==> config.mk <==
export PLATFORM = sky130hd
export DESIGN_NAME = alu_arbiter
export DESIGN_NICKNAME = d
export VERILOG_FILES = /design/src/rtl/alu_pkg.sv /design/src/rtl/rr_arbiter2.sv /design/src/rtl/alu_arbiter.sv
export SDC_FILE = /design/constraint.sdc
export NUM_CORES = 1
export LEC_CHECK = 0
export BUFFER_PORTS_ARGS = -buffer_cell sky130_fd_sc_hd__clkbuf_2
export CORE_AREA = 2 2 238 240
export CTS_CLUSTER_DIAMETER = 100
export DETAILED_ROUTE_END_ITERATION = 10
export DIE_AREA = 0 0 240 242
export PLACE_DENSITY = 0.44
export SYNTH_ARGS = -nofsm -noshare
export SYNTH_HDL_FRONTEND = slang
export SYNTH_SLANG_ARGS = --single-unit
==> constraint.sdc <==
create_clock -name clk -period 9.4 [get_ports clk]
set_input_delay 1.41 -clock clk [delete_from_list [all_inputs] [get_ports clk]]
set_output_delay 1.41 -clock clk [all_outputs]
set_load 0.03 [all_outputs]
==> src/rtl/alu_pkg.sv <==
// rtl/alu_pkg.sv - shared ALU control codes, FSM encoding and response record
//
// Purpose: constants and types shared by alu_arbiter and its bench.
// Ports:   none (package).
package alu_pkg;

  localparam int ALU_XLEN = 64;

  localparam logic [3:0] ALU_AND  = 4'b0000;
  localparam logic [3:0] ALU_OR   = 4'b0001;
  localparam logic [3:0] ALU_ADD  = 4'b0010;
  localparam logic [3:0] ALU_XOR  = 4'b0011;
  localparam logic [3:0] ALU_SLL  = 4'b0100;
  localparam logic [3:0] ALU_SRL  = 4'b0101;
  localparam logic [3:0] ALU_SUB  = 4'b0110;
  localparam logic [3:0] ALU_SRA  = 4'b0111;
  localparam logic [3:0] ALU_SLT  = 4'b1000;
  localparam logic [3:0] ALU_SLTU = 4'b1001;

  // Highest control code the shared ALU understands.
  localparam logic [3:0] ALU_OP_LAST = ALU_SLTU;

  typedef enum logic [1:0] {
    ST_IDLE  = 2'd0,
    ST_ISSUE = 2'd1,
    ST_RESP  = 2'd2
  } state_t;

  typedef struct packed {
    logic                valid;
    logic [ALU_XLEN-1:0] result;
    logic                zero;
    logic                carry;
    logic                overflow;
    logic                err;
  } rsp_t;

  function automatic logic op_is_legal(input logic [3:0] op);
    return op <= ALU_OP_LAST;
  endfunction

  // Only the arithmetic ops expose the ALU's carry/overflow.
  function automatic logic op_has_flags(input logic [3:0] op);
    return (op == ALU_ADD) || (op == ALU_SUB);
  endfunction

endpackage

==> src/rtl/rr_arbiter2.sv <==
// rtl/rr_arbiter2.sv - two-way round-robin picker with priority pointer
//
// Purpose: picks one of two requesters; on a tie the priority pointer
//          decides, and after every grant the pointer moves to the loser.
// Ports:   clk, rst_n   clock, synchronous active-low reset
//          i_en         picking allowed this cycle (grant forced 0 otherwise)
//          i_req[1:0]   request vector
//          o_gnt[1:0]   one-hot grant (combinational)
module rr_arbiter2 (
  input  logic       clk,
  input  logic       rst_n,
  input  logic       i_en,
  input  logic [1:0] i_req,
  output logic [1:0] o_gnt
);

  logic       r_prp;
  logic [1:0] w_pick;

  always_comb begin
    w_pick = i_req;
    if (i_req == 2'b11) begin
      w_pick = r_prp ? 2'b10 : 2'b01;
    end
  end

  assign o_gnt = i_en ? w_pick : 2'b00;

  // Pointer becomes the loser of this grant: requester 0 wins -> prp = 1.
  always_ff @(posedge clk) begin
    if (!rst_n) begin
      r_prp <= 1'b0;
    end else if (|o_gnt) begin
      r_prp <= o_gnt[0];
    end
  end

endmodule

==> src/rtl/alu_arbiter.sv <==
// rtl/alu_arbiter.sv - shares one external ALU between two requesters
//
// Purpose: accepts one operation at a time from two requesters (round-robin),
//          drives it onto the external ALU for one cycle, registers the result
//          and flags into the winner's response slot and holds it until taken.
// Ports:   clk, rst_n                          clock, synchronous active-low reset
//          reqN_valid/ready/op/a/b (N=0,1)    operation request handshake
//          rspN_valid/ready/result/zero/carry/overflow/err  response handshake
//          alu_rs1, alu_rs2, alu_control       to the shared ALU
//          alu_rd, alu_carry, alu_overflow     from the shared ALU
module alu_arbiter
  import alu_pkg::*;
#(
  parameter int XLEN = 64
) (
  input  logic            clk,
  input  logic            rst_n,

  input  logic            req0_valid,
  output logic            req0_ready,
  input  logic [3:0]      req0_op,
  input  logic [XLEN-1:0] req0_a,
  input  logic [XLEN-1:0] req0_b,

  input  logic            req1_valid,
  output logic            req1_ready,
  input  logic [3:0]      req1_op,
  input  logic [XLEN-1:0] req1_a,
  input  logic [XLEN-1:0] req1_b,

  output logic            rsp0_valid,
  input  logic            rsp0_ready,
  output logic [XLEN-1:0] rsp0_result,
  output logic            rsp0_zero,
  output logic            rsp0_carry,
  output logic            rsp0_overflow,
  output logic            rsp0_err,

  output logic            rsp1_valid,
  input  logic            rsp1_ready,
  output logic [XLEN-1:0] rsp1_result,
  output logic            rsp1_zero,
  output logic            rsp1_carry,
  output logic            rsp1_overflow,
  output logic            rsp1_err,

  output logic [XLEN-1:0] alu_rs1,
  output logic [XLEN-1:0] alu_rs2,
  output logic [3:0]      alu_control,
  input  logic [XLEN-1:0] alu_rd,
  input  logic            alu_carry,
  input  logic            alu_overflow
);

  state_t          r_state;
  state_t          w_state_nxt;

  logic            r_gnt_id;
  logic [XLEN-1:0] r_alu_rs1;
  logic [XLEN-1:0] r_alu_rs2;
  logic [3:0]      r_alu_ctl;
  logic            r_err;
  logic            r_flagged;
  rsp_t            r_rsp [0:1];

  logic            w_idle;
  logic [1:0]      w_gnt;
  logic            w_accept;
  logic [3:0]      w_sel_op;
  logic [XLEN-1:0] w_sel_a;
  logic [XLEN-1:0] w_sel_b;
  logic            w_sel_legal;
  logic            w_rsp_done;
  rsp_t            w_rsp_new;

  // Reset gates the grant so ready stays low while rst_n is held.
  assign w_idle = (r_state == ST_IDLE) && rst_n;

  rr_arbiter2 u_rr (
    .clk   (clk),
    .rst_n (rst_n),
    .i_en  (w_idle),
    .i_req ({req1_valid, req0_valid}),
    .o_gnt (w_gnt)
  );

  assign req0_ready = w_gnt[0];
  assign req1_ready = w_gnt[1];
  assign w_accept   = |w_gnt;

  assign w_sel_op    = w_gnt[1] ? req1_op : req0_op;
  assign w_sel_a     = w_gnt[1] ? req1_a  : req0_a;
  assign w_sel_b     = w_gnt[1] ? req1_b  : req0_b;
  assign w_sel_legal = op_is_legal(w_sel_op);

  assign w_rsp_done = r_gnt_id ? rsp1_ready : rsp0_ready;

  // Illegal ops still walk the ALU slot (with control 0) but report only err.
  always_comb begin
    w_rsp_new          = '0;
    w_rsp_new.valid    = 1'b1;
    w_rsp_new.err      = r_err;
    if (!r_err) begin
      w_rsp_new.result = alu_rd;
      w_rsp_new.zero   = (alu_rd == '0);
    end
    w_rsp_new.carry    = r_flagged & alu_carry;
    w_rsp_new.overflow = r_flagged & alu_overflow;
  end

  always_ff @(posedge clk) begin
    if (!rst_n) begin
      r_state <= ST_IDLE;
    end else begin
      r_state <= w_state_nxt;
    end
  end

  always_comb begin
    w_state_nxt = r_state;
    case (r_state)
      ST_IDLE:  if (w_accept)   w_state_nxt = ST_ISSUE;
      ST_ISSUE:                 w_state_nxt = ST_RESP;
      ST_RESP:  if (w_rsp_done) w_state_nxt = ST_IDLE;
      default:                  w_state_nxt = ST_IDLE;
    endcase
  end

  // The alu_* registers double as the operation latch: loaded on accept,
  // they present the op during ISSUE and simply hold afterwards.
  always_ff @(posedge clk) begin
    if (!rst_n) begin
      r_gnt_id  <= 1'b0;
      r_alu_rs1 <= '0;
      r_alu_rs2 <= '0;
      r_alu_ctl <= '0;
      r_err     <= 1'b0;
      r_flagged <= 1'b0;
      r_rsp[0]  <= '0;
      r_rsp[1]  <= '0;
    end else begin
      if (w_accept) begin
        r_gnt_id  <= w_gnt[1];
        r_alu_rs1 <= w_sel_a;
        r_alu_rs2 <= w_sel_b;
        r_alu_ctl <= w_sel_legal ? w_sel_op : ALU_AND;
        r_err     <= !w_sel_legal;
        r_flagged <= w_sel_legal && op_has_flags(w_sel_op);
      end
      if (r_state == ST_ISSUE) begin
        r_rsp[r_gnt_id] <= w_rsp_new;
      end else if ((r_state == ST_RESP) && w_rsp_done) begin
        r_rsp[r_gnt_id] <= '0;
      end
    end
  end

  assign alu_rs1     = r_alu_rs1;
  assign alu_rs2     = r_alu_rs2;
  assign alu_control = r_alu_ctl;

  assign rsp0_valid    = r_rsp[0].valid;
  assign rsp0_result   = r_rsp[0].result;
  assign rsp0_zero     = r_rsp[0].zero;
  assign rsp0_carry    = r_rsp[0].carry;
  assign rsp0_overflow = r_rsp[0].overflow;
  assign rsp0_err      = r_rsp[0].err;

  assign rsp1_valid    = r_rsp[1].valid;
  assign rsp1_result   = r_rsp[1].result;
  assign rsp1_zero     = r_rsp[1].zero;
  assign rsp1_carry    = r_rsp[1].carry;
  assign rsp1_overflow = r_rsp[1].overflow;
  assign rsp1_err      = r_rsp[1].err;

endmodule

# Word level (Yosys, flattened, before mapping)
# Memories as Yosys holds them, arrays and structs flattened.
# Cells that the tools add are included.
# totals
out_inout_bits,272
mem_bits_rw,138
word_cells,54
regBits,138
inputBits,336
mem_count,1
# classes
mux,24
n_eq_ne,7
bitwise,3
n_reduce_logical,10
order_cmp,1
# memory_table
name,words,word_bits,read_ports,rd_clocked_by_memory_dff,wr,line,rtl
r_rsp,2,69,2,0,2,alu_arbiter.sv:64,rsp_t r_rsp [0:1];
# op_table
op,count
two-way mux 69 bit,2
two-way mux 64 bit,2
OR reduction 69 bit,1
two-way mux 65 bit,1
zero test 64 bit,1
two-way mux 1 bit,11
two-way mux 2 bit,5
two-way mux 4 bit,2
case mux 2 bit (3 select lines),1
== test 2 bit (second input constant),2
== test 4 x 2 -> 1 bit (second input constant),1
== test 4 x 3 -> 1 bit (second input constant),1
<= comparator 4 bit (second input constant),1
inequality test 2 bit (second input constant),2
logical AND 1 bit,3
AND 1 bit,2
== test 2 x 1 -> 1 bit (second input constant),1
zero test 2 bit,1
AND reduction 2 bit,1
OR reduction 2 bit,1
zero test 1 bit,1
logical OR 1 bit,1
OR 1 bit,1

# Depth between registers and ports, before layout
# Gate-level depths: netlist of the first run.
# depth
depth_word,9
mapped_depth,7
depth_no_buf,5

# Hierarchy
# A second synthesis of the first run with hierarchy kept.
# unflattened
hier_cells,1074
area_unflattened_um2,11554.8
# modules_own_cells
module,area_per_inst_um2,seq_area_each_um2,cells_per_inst,n_inst
alu_arbiter,11496.0,6886.6,1065,1
rr_arbiter2,58.8,20.0,9,1

# Worst setup path before layout of the first run
# OpenSTA, ideal clock, no wires.
# synth_timing
path_type,input to register
startpoint,input rsp0_ready
endpoint,"memory r_rsp[0][0] in the netlist's numbering, enable pin"
arrival_time_ns,6.327
path_stages,2
required_time_ns,8.809
n_path_buf,0
setup_time_ns,0.591
slack_ns,2.482
cell_sequence,a21oi_1 > o21ai_0
# synth_lines
element,line,rtl
"start, declared",alu_arbiter.sv:32,"input logic rsp0_ready,"
"end, declared",alu_arbiter.sv:64,

# Worst setup path after layout of the first run
# layout_timing
startpoint,input rst_n
endpoint,output req0_ready
# layout_between
elab_chain_len,2
# layout_rtl
element,line,rtl
"start, declared",alu_arbiter.sv:17,"input logic rst_n,"
logical AND 1 bit,alu_arbiter.sv:77,assign w_idle = (r_state == ST_IDLE) && rst_n;
two-way mux 2 bit,rr_arbiter2.sv:27,assign o_gnt = i_en ? w_pick : 2'b00;
"end, declared",alu_arbiter.sv:20,"output logic req0_ready,"
# No other way between the ends.

==> reports/qor_table.md, run 1 <==
| Metric | Reported | Unit |
|---|---|---|
| Outcome | finished clean | - |
| Num ports | 608 | - |
| Routability-driven placement congestion ratio | 0.799 | - |
| Via count | 9,735 | - |
| Leakage dissipation | 6.87 | nW |
| Slew at the pin with the worst max-slew slack | 1010 | ps |
| Initial core utilization | 19.0 | % |
| Number of nets at the end of the flow | 1,864 | - |
| Synthesized flop and latch total | 276 | - |
| Period utilisation layout | 52.7 | % |
| Antenna violations before repair | 11 | - |
| Area of the core region | 55,700 | sq um |
| Maximum ir drop on the vdd rail | 0.112 | mV |
| TritonCTS Buffers | 35 | - |
| Most common cell after layout, fill and taps aside | sky130_fd_sc_hd__clkbuf_2 | - |
| Maximum clock insertion buffer count | 3 | - |
| Mean cell area of the mapped netlist | 11.2 | sq um |
| P&R area growth vs syn | 45.4 | % |
| R2r startpoint | r_state[1]$_SDFFE_PN0P_ | - |
| Final count of hold timing violations | 0 | - |
| Upper clock frequency limit | 202 | MHz |
| Clk pin slew, worst setup/hold paths | 60 | ps |
| Die area | 58,100 | sq um |
| CTS Hold Bufs | 0 | - |
| Vias per cell | 4.21 | - |
| Number of distinct library cells after synthesis | 40 | - |
| Number of setup violations in the final report | 0 | - |
| Beginning of the critical path | rst_n | - |
| Root Driver | sky130_fd_sc_hd__clkbuf_16 | - |
| Total Negative Setup Slacks | 0 | ps |
| Final total power | 3.35 | mW |
| Floorplan die width | 240 | um |
| Worst setup path endpoint | req0_ready | - |
| Hold Slack | 476 | ps |
| Power density relative to cell area | 217 | nW/um^2 |
| Classification of the worst-slack hold path | reg -> reg | - |
| Number of instances in the synthesized netlist | 948 | - |
| Proportion of register bits with asynchronous set or reset after synthesis | 0 | % |
| Netlist area before placement | 10,600 | sq um |
| # resized after CTS | 0 | - |
| Area of placed instances | 14,300 | sq um |
| Remaining routing DRC violations | 0 | - |
| Count of placed standard cells including taps | 2,247 | - |
| Cell taking the most area after synthesis | sky130_fd_sc_hd__edfxtp_1 | - |
| Number of global-route vias before repair | 9,600 | - |
| Overall global routing resource usage | 14.6 | % |
| Worst setup path class | in -> out | - |
| Max-slew violations | 0 | - |
| Post-CTS Setup Bufs | 0 | - |
| Largest net degree at the start of global routing | 103 | - |
| Most frequent cells in the layout | 606 x sky130_fd_sc_hd__clkbuf_2, 138 x sky130_fd_sc_hd__nor2_1, 138 x sky130_fd_sc_hd__dfxtp_1, 138 x sky130_fd_sc_hd__edfxtp_1, 132 x sky130_fd_sc_hd__and2_1 | - |
| Depth of the worst register-to-register path | 6 | - |
| Number of DRC markers in iteration 0 | 439 | - |
| Routed length per instance | 19.3 | um |
| Destination of the worst register-to-register timing path | alu_rs1[33]$_SDFFE_PN0P_ | - |
| Height of the die | 242 | um |
| Largest fanout on the critical path | 72 | - |
| Clock sink total | 276 | - |
| Reg2Reg Setup Slack | 6670 | ps |
| Number of nets produced by synthesis | 1,284 | - |
| Number of detailed-routing iterations run before antenna repair | 5 | - |
| Max-Slew Margin vs Limit | 32.9 | % |
| Num rows | 87 | - |
| Max-Cap Viols | 0 | - |
| TritonCTS clock tree | yes | - |
| Critical path startpoint category | input port | - |
| Number of warnings issued by yosys | 0 | - |
| Worst setup skew after layout | 9.71 | ps |
| Leftover overflow at the end of global routing | 0 | - |
| Final worst path period need | 4960 | ps |
| Number of buffers added on ports | 607 | - |
| Worst endpoint required time | 7990 | ps |
| DRT antenna net count | 0 | - |
| Deepest level of the CTS H-tree | 2 | - |
| Total routed wirelength | 44,600 | um |
| Global-route wire length before repair | 63,300 | um |
| Non-filler cells, final | 2,315 | - |
| Crit path arrival time | 3550 | ps |
| Fraction of final layout cells sized beyond drive strength 1 | 43.8 | % |
| Unrepaired setup endpoints after global routing | no | - |
| Synth area leaders | sky130_fd_sc_hd__edfxtp_1 39%, sky130_fd_sc_hd__dfxtp_1 26%, sky130_fd_sc_hd__and2_1 7.8%, sky130_fd_sc_hd__o22ai_1 7.7%, sky130_fd_sc_hd__o21ai_0 5.4% | - |
| Count of flip-flops with a built-in enable after synthesis | 138 | - |
| Worst-skew pair later-pin latency | 530 | ps |
| DP HPWL | 33,100 | um |
| Top-area cell type share of the netlist area | 39.0 | % |
| Final instance area | 15,400 | sq um |
| Main flop type after synthesis | sky130_fd_sc_hd__edfxtp_1 | - |
| Nature of the critical path endpoint | output port | - |
| Post-synthesis sequential area ratio | 65.1 | % |
==> worst max-delay path, stage by stage <==
cell and delay, ps:
sky130_fd_sc_hd__buf_4 360, sky130_fd_sc_hd__nor3b_4 400, sky130_fd_sc_hd__nand3_4 690, sky130_fd_sc_hd__inv_1 310, sky130_fd_sc_hd__clkbuf_2 310
==> Yosys cell counts, types with 2 or more instances <==
library cell                 n
sky130_fd_sc_hd__and3_1      4
sky130_fd_sc_hd__inv_1       4
sky130_fd_sc_hd__a211o_1     2
sky130_fd_sc_hd__clkbuf_2    5
sky130_fd_sc_hd__o22ai_1   130
sky130_fd_sc_hd__buf_6      13
sky130_fd_sc_hd__a31oi_1     2
sky130_fd_sc_hd__o21ai_0   115
sky130_fd_sc_hd__nand4_1     4
sky130_fd_sc_hd__o21ai_1    17
sky130_fd_sc_hd__nor4_1     18
sky130_fd_sc_hd__buf_4       9
sky130_fd_sc_hd__edfxtp_1  138
sky130_fd_sc_hd__nand2_1     5
sky130_fd_sc_hd__mux2_2      2
sky130_fd_sc_hd__buf_2      16
sky130_fd_sc_hd__and2_1    132
sky130_fd_sc_hd__or3_1       2
sky130_fd_sc_hd__nor3b_1     3
sky130_fd_sc_hd__dfxtp_1   138
sky130_fd_sc_hd__clkbuf_1   27
sky130_fd_sc_hd__nor2_1    138
sky130_fd_sc_hd__inv_2       2
sky130_fd_sc_hd__and2b_1     2
sky130_fd_sc_hd__a21oi_1     4
sky130_fd_sc_hd__buf_1       2
==> sequential cells by signal (all words and copies together), names as in the netlist <==
signal,count
u_rr.r_prp,1
alu_rs2,64
r_flagged,1
r_rsp,138
r_err,1
r_gnt_id,1
alu_control,4
alu_rs1,64
r_state,2
==> cell families (layout without fill, tap and decap cells) <==
group	Yosys count	after routing	share of synthesized area [%]
buf+inv	78	683	4.24
other cells	0	6	0
compound gates	274	274	14.7
simple gates	318	318	15.8
flops	276	276	65.1
mux	2	2	0.212
==> power breakdown <==
part / switching (mW) / internal, mW
Combinational: 0.414 / 0.179
Sequential: 0.0471 / 1.37
Clock: 0.532 / 0.807
==> metrics by stage <==
step	utilization, %	setup slack (ps)
detailed placement	25.6	4370
floorplan	-	2480
CTS	27.7	4340
finish	27.7	4440
global placement	25.6	4430
global route	27.7	4220
==> worst min path at each step <==
stage	from	depth (start not counted)	end	slack [ps]
global placement	u_rr.r_prp$_SDFFE_PN0P_	2	u_rr.r_prp$_SDFFE_PN0P_	470
CTS	u_rr.r_prp$_SDFFE_PN0P_	2	u_rr.r_prp$_SDFFE_PN0P_	480
floorplan	u_rr.r_prp$_SDFFE_PN0P_	2	u_rr.r_prp$_SDFFE_PN0P_	440
detailed placement	u_rr.r_prp$_SDFFE_PN0P_	2	u_rr.r_prp$_SDFFE_PN0P_	470
global route	u_rr.r_prp$_SDFFE_PN0P_	2	u_rr.r_prp$_SDFFE_PN0P_	510
finish	u_rr.r_prp$_SDFFE_PN0P_	2	u_rr.r_prp$_SDFFE_PN0P_	480
==> per-layer routing <==
metal	vias to the layer above	GRT usage, %	part of all wire, %
li1	4607	-	-
met1	4591	16.7	39
met2	454	24.5	48
met3	77	5.96	9.9
met4	6	4.99	2.9
met5	-	0	0.090
==> final cells by class <==
class | count | area [sq um]
Clock buffer | 48 | 1010
Timing Repair Buffer | 615 | 3100
Antenna cell | 6 | 15.0
Fill cell | 6059 | 40300
Multi-Input combinational cell | 594 | 3300
Inverter | 6 | 25.0
Sequential cell | 276 | 6910
Clock inverter | 14 | 130
Tap cell | 756 | 946
Power figures use the tool's default switching activity.
==> run 2, diff against run 1 <==
Clock period 9.4 ns to 4.7 ns, I/O delays scaled along.
==> run 2 against run 1 <==
  * Die area unchanged
  * Routed wire length decreased by 1.2%
  * Clock skew rose by 9.8 ps
  * Clock power rose by 94%
  * Power grew 98%
  * Critical path depth decreased by 1
  * Non-clock buffer count is 1 higher
==> reports/qor_table.md, run 2 (synthesized netlist as in run 1, its figures left out) <==
| Metric | Reported | Unit | Delta |
|---|---|---|---|
| Die area | 58,100 | sq um | unchanged |
| Root Driver | sky130_fd_sc_hd__clkbuf_16 | - |  |
| Fraction of final layout cells sized beyond drive strength 1 | 43.6 | % | -0.16 points |
| Nature of the critical path endpoint | output port | - |  |
| Max-Slew Margin vs Limit | 27.0 | % | -6.0 points |
| Number of buffers added on ports | 607 | - | unchanged |
| DP HPWL | 32,400 | um | -2.0% |
| Routed length per instance | 19.1 | um | -1.0% |
| Largest fanout on the critical path | 56 | - | -22% |
| Worst slack, placed | 1430 | ps | -2950 ps |
| Number of detailed-routing iterations run before antenna repair | 5 | - | unchanged |
| Area of placed instances | 14,300 | sq um | +0.14% |
| Highest-delay cell along the critical path | sky130_fd_sc_hd__nand3_4 | - |  |
| Num rows | 87 | - | unchanged |
| Leakage dissipation | 6.86 | nW | -0.23% |
| Clock sink total | 276 | - | unchanged |
| R2r startpoint | r_state[1]$_SDFFE_PN0P_ | - |  |
| Worst setup path endpoint | req1_ready | - |  |
| Unrepaired setup endpoints after global routing | no | - |  |
| # resized after CTS | 0 | - | unchanged |
| Period utilisation layout | 67.1 | % |  |
| Max-Cap Viols | 0 | - | unchanged |
| Total Negative Setup Slacks | 0 | ps | unchanged |
| Overall global routing resource usage | 14.4 | % | -0.16 points |
| P&R area growth vs syn | 45.0 | % |  |
| Vias per cell | 4.22 | - | +0.44% |
| Post-CTS Setup Bufs | 0 | - | unchanged |
| Final instance area | 15,400 | sq um | -0.27% |
| Floorplan die width | 240 | um | unchanged |
| Setup ws final | 1540 | ps | -2900 ps |
| Outcome | finished clean | - |  |
| Leftover overflow at the end of global routing | 0 | - | unchanged |
| Most common cell after layout, fill and taps aside | sky130_fd_sc_hd__clkbuf_2 | - |  |
| Remaining routing DRC violations | 0 | - | unchanged |
| Worst setup skew after layout | 19.5 | ps | +9.79 ps |
| Number of global-route vias before repair | 9,633 | - | +0.34% |
| Reg2Reg Setup Slack | 2140 | ps | -4530 ps |
| Number of setup violations in the final report | 0 | - | unchanged |
| Most frequent cells in the layout | 606 x sky130_fd_sc_hd__clkbuf_2, 138 x sky130_fd_sc_hd__nor2_1, 138 x sky130_fd_sc_hd__dfxtp_1, 138 x sky130_fd_sc_hd__edfxtp_1, 132 x sky130_fd_sc_hd__and2_1 | - |  |
| Clk pin slew, worst setup/hold paths | 60 | ps | about the same |
| Slew at the pin with the worst max-slew slack | 1100 | ps | +89.5 ps |
| Final worst path period need | 3160 | ps |  |
| Maximum ir drop on the vdd rail | 0.204 | mV | +81% |
| Power density relative to cell area | 430 | nW/um^2 | +98% |
| Number of fill cells in the layout | 6,044 | - | -0.25% |
| Height of the die | 242 | um | unchanged |
| Deepest level of the CTS H-tree | 2 | - | unchanged |
| Number of nets at the end of the flow | 1,865 | - | +0.054% |
| Max stage delay on crit path | 550 | ps | -140 ps |
| Depth of the worst register-to-register path | 5 | - | -1 |
| Worst-path cell chain | nor3b_4 -> nand3_4 -> inv_2 -> clkbuf_2 | - |  |
| CTS Hold Bufs | 0 | - | unchanged |
| TritonCTS Buffers | 35 | - | unchanged |
| Total routed wirelength | 44,100 | um | -1.2% |
| Upper clock frequency limit | 317 | MHz |  |
| Destination of the worst register-to-register timing path | alu_rs2[45]$_SDFFE_PN0P_ | - |  |
| Total number of cells along the worst setup path | 4 | - | -1 |
| Via count | 9,761 | - | +0.27% |
| Classification of the worst-slack hold path | in -> reg | - |  |
| Beginning of the critical path | r_state[1]$_SDFFE_PN0P_ | - |  |
| Worst setup path class | reg -> out | - |  |
| Worst-skew pair later-pin latency | 540 | ps | about the same |
| Max FFs per register | 138 | - | unchanged |
| Crit path arrival time | 2450 | ps | -1100 ps |
| Critical path startpoint category | flop | - |  |
| Number of DRC markers in iteration 0 | 356 | - | -19% |
| Global-route wire length before repair | 63,200 | um | -0.27% |
| Num ports | 608 | - | unchanged |
| Critical path buffers and inverters | 2 | - | -1 |
| Gate family responsible for the most delay along the worst path | simple AND/OR/NAND/NOR gates | - |  |
| Routability-driven placement congestion ratio | 0.799 | - | about the same |
| Final count of hold timing violations | 0 | - | unchanged |
| Worst endpoint required time | 3990 | ps | -4000 ps |
| Largest net degree at the start of global routing | 95 | - | -7.8% |
| Antenna violations before repair | 6 | - | -5 |
| TritonCTS clock tree | yes | - |  |
| Area of the core region | 55,700 | sq um | unchanged |
| Initial core utilization | 19.0 | % | unchanged |
| Maximum clock insertion buffer count | 3 | - | unchanged |
| Largest Register | r_rsp | - |  |
| DRT antenna net count | 0 | - | unchanged |
| Max-slew violations | 0 | - | unchanged |
## run 2: changes by cell type in the layout (fill, tap and decap cells not counted)
cell / previous run / this run
sky130_fd_sc_hd__diode_2: 6 / 1
sky130_fd_sc_hd__clkbuf_1: 7 / 10
sky130_fd_sc_hd__buf_12: 0 / 1
sky130_fd_sc_hd__bufinv_16: 2 / 1
sky130_fd_sc_hd__clkbuf_16: 37 / 36
sky130_fd_sc_hd__clkbuf_8: 4 / 3
sky130_fd_sc_hd__clkinv_8: 0 / 1
sky130_fd_sc_hd__clkinvlp_4: 1 / 0
## run 2: metal layers
metal	vias up	wire [um]	share of wire, %	track usage, %
li1	4605	-	-	-
met1	4639	17000	39	16.7
met2	446	21400	49	24.5
met3	65	4630	10	5.78
met4	6	985	2.2	4.04
met5	-	34	0.077	0
## run 2: worst min-delay path by stage
| stage | startpoint | to | slack (ps) | cells after the start |
|---|---|---|---|---|
| after floorplan | u_rr.r_prp$_SDFFE_PN0P_ | u_rr.r_prp$_SDFFE_PN0P_ | 440 | 2 |
| after global placement | u_rr.r_prp$_SDFFE_PN0P_ | u_rr.r_prp$_SDFFE_PN0P_ | 460 | 2 |
| after detailed placement | u_rr.r_prp$_SDFFE_PN0P_ | u_rr.r_prp$_SDFFE_PN0P_ | 470 | 2 |
| after CTS | req1_op[2] | alu_control[2]$_SDFFE_PN0P_ | 360 | 2 |
| after global routing | req1_op[2] | alu_control[2]$_SDFFE_PN0P_ | 390 | 2 |
| final | req1_op[2] | alu_control[2]$_SDFFE_PN0P_ | 410 | 2 |
## run 2: through the flow
| step | std cells | hold slack (ps) | total power [mW] | utilization, % |
|---|---|---|---|---|
| detailed placement | 2248 | 472 | 4.09 | 25.7 |
| floorplan | 948 | 444 | 3.61 | - |
| CTS | 2310 | 358 | 6.75 | 27.6 |
| global route | 2311 | 388 | 6.92 | 27.6 |
| global placement | 2248 | 460 | 4.08 | 25.7 |
| finish | 2311 | 407 | 6.62 | 27.6 |
## run 2: layout make-up
| class | instances | area (sq um) | share of cell area [%] |
|---|---|---|---|
| diodes | 1 | 2.50 | 0.0163 |
| clock buffers | 49 | 980 | 6.36 |
| clock inverters | 13 | 109 | 0.707 |
| inverters | 6 | 25.0 | 0.163 |
| multi-input cells | 594 | 3300 | 21.5 |
| flip-flops and latches | 276 | 6910 | 44.9 |
| well taps | 756 | 946 | 6.14 |
| repair buffers | 616 | 3120 | 20.3 |
## run 2: where the power goes
part | leakage, nW | switching [mW] | total, mW | internal (mW)
registers | 2.59 | 0.0949 | 2.84 | 2.74
logic | 3.74 | 0.827 | 1.19 | 0.361
clock network | 0.532 | 1.08 | 2.60 | 1.52
total | 6.86 | 2.00 | 6.62 | 4.62
## run 2: worst register-to-register path: cells and delay by family (launching register included)
kind                   cells  cell delay, ps
AND/OR/NAND/NOR            3            1030
buffers and inverters      1             590
AO/OA/AOI/OAI              1             460
flip-flops                 1             370
